===== src/rtl/serial_word_feeder.sv =====
// serial_word_feeder: parallel-to-serial front end for the sequence detector.
// One-entry holding buffer keeps back-to-back words streaming without gaps.
module serial_word_feeder #(
  parameter int WIDTH     = 8,
  parameter bit MSB_FIRST = 1'b1,
  parameter bit IDLE_BIT  = 1'b1,
  parameter int CNT_W     = 16
) (
  input  logic             clk,
  input  logic             reset,
  input  logic [WIDTH-1:0] in_data,
  input  logic             in_valid,
  output logic             in_ready,
  output logic             w,
  output logic             bit_valid,
  output logic             word_done,
  output logic             busy,
  output logic [CNT_W-1:0] words_sent
);

  localparam int CW = $clog2(WIDTH);
  localparam logic [CW-1:0] LAST = CW'(WIDTH - 1);

  typedef enum logic {
    IDLE,
    SHIFT
  } state_t;

  state_t state, state_nx;

  logic [WIDTH-1:0] sr;
  logic [WIDTH-1:0] hold;
  logic             hold_full;
  logic [CW-1:0]    cnt;
  logic             accept;
  logic             last;
  logic             load;

  assign in_ready = reset & ~hold_full;
  assign accept   = in_valid & in_ready;
  assign last     = (state == SHIFT) && (cnt == LAST);
  // HOLD feeds SR when idle or on the final bit edge of the current word
  assign load     = hold_full & ((state == IDLE) | last);
  assign busy     = (state == SHIFT) | hold_full;

  always_ff @(posedge clk or negedge reset) begin
    if (!reset) begin
      state <= IDLE;
    end else begin
      state <= state_nx;
    end
  end

  always_comb begin
    state_nx = state;
    unique case (state)
      IDLE: begin
        if (hold_full) state_nx = SHIFT;
      end
      SHIFT: begin
        if (last && !hold_full) state_nx = IDLE;
      end
      default: state_nx = IDLE;
    endcase
  end

  always_comb begin
    w         = IDLE_BIT;
    bit_valid = 1'b0;
    word_done = 1'b0;
    unique case (state)
      IDLE: begin
        w = IDLE_BIT;
      end
      SHIFT: begin
        w         = MSB_FIRST ? sr[WIDTH-1] : sr[0];
        bit_valid = 1'b1;
        word_done = (cnt == LAST);
      end
      default: begin
        w = IDLE_BIT;
      end
    endcase
  end

  always_ff @(posedge clk or negedge reset) begin
    if (!reset) begin
      sr  <= '0;
      cnt <= '0;
    end else if (load) begin
      sr  <= hold;
      cnt <= '0;
    end else if (state == SHIFT) begin
      sr  <= MSB_FIRST ? {sr[WIDTH-2:0], 1'b0}
                       : {1'b0, sr[WIDTH-1:1]};
      cnt <= cnt + CW'(1);
    end
  end

  always_ff @(posedge clk or negedge reset) begin
    if (!reset) begin
      hold      <= '0;
      hold_full <= 1'b0;
    end else if (accept) begin
      hold      <= in_data;
      hold_full <= 1'b1;
    end else if (load) begin
      hold_full <= 1'b0;
    end
  end

  always_ff @(posedge clk or negedge reset) begin
    if (!reset) begin
      words_sent <= '0;
    end else if (last) begin
      words_sent <= words_sent + CNT_W'(1);
    end
  end

endmodule


===== config.mk =====
export PLATFORM = sky130hd
export DESIGN_NAME = serial_word_feeder
export DESIGN_NICKNAME = d
export VERILOG_FILES = /design/src/rtl/serial_word_feeder.sv
export SDC_FILE = /design/constraint.sdc
export NUM_CORES = 1
export LEC_CHECK = 0
export CAP_MARGIN = 20
export CORE_MARGIN = 3
export CORE_UTILIZATION = 30
export DETAILED_ROUTE_END_ITERATION = 10
export GPL_TIMING_DRIVEN = 0
export PLACE_DENSITY = 0.5
export SYNTH_ARGS = -nofsm -noshare
export SYNTH_HDL_FRONTEND = slang
export SYNTH_SLANG_ARGS = --single-unit

===== constraint.sdc =====
create_clock -name clk -period 1.6 [get_ports clk]
set_clock_uncertainty 0.1 [all_clocks]
set_input_delay 0.32 -clock clk [delete_from_list [all_inputs] [get_ports clk]]
set_output_delay 0.32 -clock clk [all_outputs]
set_load 0.1 [all_outputs]

==> summary.md <==
| Metric | Value |
|---|---|
| Final hold slack | -0.189 ns |
| H-tree lvl count | 2 |
| TritonCTS clock tree | yes |
| Max_cap viols | 0 |
| DRC violation count after routing | 0 |
| Commonest cells after routing, fill and taps aside | dfrtp_1, buf_4, nand2_1 |
| Synthesized area | about 0.0017 mm^2 |
| Pin count of the biggest net entering global routing | 39 |
| Worst VDD drop | 1770 uV |
| Drt total wl | 3710 um |
| Placeable core region | around 0.0053 mm^2 |
| Category of the most critical setup path | flop to output port |
| Required time of the worst setup path | about 1.2 ns |
| Most common library cell in the layout ignoring fill and taps | dfrtp_1 |
| Final worst-path cycle share | 114% |
| Post-synthesis average cell area | 12.4 um^2 |
| Switching share of power | 42.3% |
| Number of synthesized register bits | 37 |
| Unrepaired setup endpoints after global routing | true |
| Vertical die dimension | 81.0 um |
| Iter 0 DRT Violations | 16 |
| Run status | finished with violations |
| Slew @ Worst Pin | between 0.4 and 0.5 ns |
| Shortest period the worst path allows | 1.82 ns |
| Endpoints failing hold | 37 |
| Number of antenna violations at the first check in global routing | 0 |
| Number of buffers added by the clock tree synthesis step | 5 |
| Number of I/O port buffers | 31 |
| Layout fillers | 490 |
| Maximum clock path buffer count | 2 |
| Remaining antenna violation count after routing | 0 |
| First-pass DRT Iterations | 2 |
| Clock latency on the worst-skew pair | 0.29 ns |
| Ports | 32 |
| Final setup violation count | 20 |
| Buffer cell driving the clock tree root | clkbuf_8 |
| Reg clk slew, reported paths | 0.07 ns |
| Count of mapped cells out of synthesis | 136 |
| Via count | 1,255 |
| Worst setup EP type | output port |
| Peak fanout along the critical path | 2 |
| Leak Pwr | 1.24 nW |
| GP Congestion | ~0.76 |
| Sequential Area | 966 um^2 |
| Layout cell share with drive strength beyond 1 | a little under three fifths |
| Share of total power in sequential cells | a little under 30% |
| Fmax | roughly 0.55 GHz |
| Net switching power figure | 2.25 mW |
| Internal Power | 3.06 mW |
| Routed WL per cell | approximately 14 um |
| Diodes inserted | 0 |
| Vias per std cell | between 4 and 5 |
| Area of the multi-input gates | 881 um^2 |
| Number of nets in the synthesized netlist | 150 |
| Arrival time reported for the critical path endpoint | 1.40 ns |
| All-Layer GR Usage | around an eighth |
| Global-route wire length before repair | 6040 um |
| Post-synthesis cell type count | 26 |
| Die area | 0.00657 mm^2 |
| Number of global-route vias before repair | 1,245 |
| Rel. slew slack | 67.2% |
| Final Power | 5.31 mW |
| Power density over the cells | about 2000 mW/mm^2 |
| Post-synthesis sequential area ratio | 54.8% |
| Effective utilization at floorplan | 32.1% |
| Die width | roughly 81 um |
| HPWL Detailed | 2420 um |
| Area overhead of the layout relative to synthesis | 55.5% |
| Number of placement rows | 26 |
| Violated checks | negative hold slack, negative setup slack |
| Number of max-slew violations in the final report | 0 |
| Startpoint types | flop |
| Layout net count | between 200 and 250 |
| Leftover overflow at the end of global routing | 0 |
| Count of clock tree sinks | 37 |
| Clock network power share | 11.8% |
| Final WS setup | -0.224 ns |
| Classification of the worst-slack hold path | input port to asynchronous set/reset pin |
| Power share of the combinational group | 58.9% |
| Yosys Warn Count | 0 |
synthesized netlist by cell type:
master	count	area, um^2
nand2_1	15	56.3
buf_2	2	10.0
xnor2_1	11	96.3
nand2b_1	2	12.5
ha_1	3	37.5
nand4_1	4	25.0
o21ai_1	1	5.00
nand3_2	4	40.0
nand4_4	1	21.3
o22ai_1	2	12.5
nor3_4	1	16.3
nand3_1	3	15.0
nand2_2	1	6.26
mux2_1	5	56.3
nor2_1	8	30.0
xor2_1	5	43.8
nor2b_2	1	8.76
buf_4	2	15.0
mux2_2	4	45.0
inv_1	4	15.0
mux2i_1	8	80.1
clkinv_1	1	3.75
o221a_2	7	78.8
and3_1	2	12.5
dfrtp_1	37	926
a32o_1	2	20.0
routing by layer:
metal  vias to the layer above  track usage [%]  part of all wire, %
met5                         -                0                    0
met4                         0             4.05                 0.92
met3                         5             4.10                  4.0
met2                        24             18.6                   48
met1                       626             16.2                   47
li1                        600                -                    -
power by group through the flow:
stage	Sequential, mW	Clock [mW]	Combinational, mW
finish	1.56	0.624	3.13
global route	1.60	0.702	3.33
CTS	1.54	0.645	2.72
detailed placement	1.57	0	2.32
global placement	1.56	0	2.27
floorplan	1.99	0	1.39
registers in the layout (all words and copies together), names as in the netlist:
name        count
hold_full       1
state           1
words_sent     16
hold            8
cnt             3
sr              8
path summary, 6_finish.rpt:
kind | start | depth (start not counted) | to | slack [ns]
max in group asynchronous | reset | 1 | words_sent[7] | 1.28
worst min-delay path | reset | 1 | words_sent[1] | -0.19
worst max-delay path | state | 5 | busy | -0.22
min in group clk | words_sent[15] | 1 | words_sent[15] | 0.38
worst min register to register | words_sent[15] | 1 | words_sent[15] | 0.38
worst max register to register | state | 9 | sr[1] | -0.12
through the flow:
stage / instance area [um^2] / TNS, ns / util, % / cells / setup slack, ns
final: 2630 / -1.73 / 49.8 / 268 / -0.224
after global routing: 2630 / -3.27 / 49.8 / 268 / -0.290
after CTS: 2410 / -2.20 / 45.8 / 257 / -0.231
after detailed placement: 2220 / -14.61 / 42.0 / 237 / -1.34
after global placement: 2220 / -58.94 / 42.1 / 237 / -2.44
after floorplan: 1820 / -1.99 / - / 136 / -0.321
critical path, cell delays in order, from the launching register on:
cell,delay [ns]
dfrtp_4,0.49
buf_8,0.13
buf_12,0.12
nor2_4,0.11
clkinvlp_4,0.11
buf_12,0.17
final cells by class:
cell class                      count  area share, %
Sequential cell                    37           36.8
Multi-Input combinational cell     90           33.5
Timing Repair Buffer               54           19.9
Tap cell                           70           3.33
Clock buffer                        6           2.76
Buffer                              4           2.33
Inverter                            5           1.00
Clock inverter                      2          0.381
cells by family after synthesis:
| logic type | share of synthesized area (%) |
|---|---|
| DFF | 54.8 |
| AOI/OAI and AO/OA | 6.89 |
| muxes | 10.7 |
| xor gates and xnor gates | 8.30 |
| and+or+nand+nor | 14.4 |
| adders and majority gates | 2.22 |
| buffers and inverters | 2.59 |
repair_timing:
action | 4_1_cts | 5_1_grt
hold endpoints to repair | 37 | 37
pin swaps | 3 | 9
resized for setup | 137 | 27
gates cloned | 0 | 1
endpoints found under the setup margin | 39 | 29
buffers inserted | 12 | 10
Note: power is estimated with default switching activity, not from simulation.
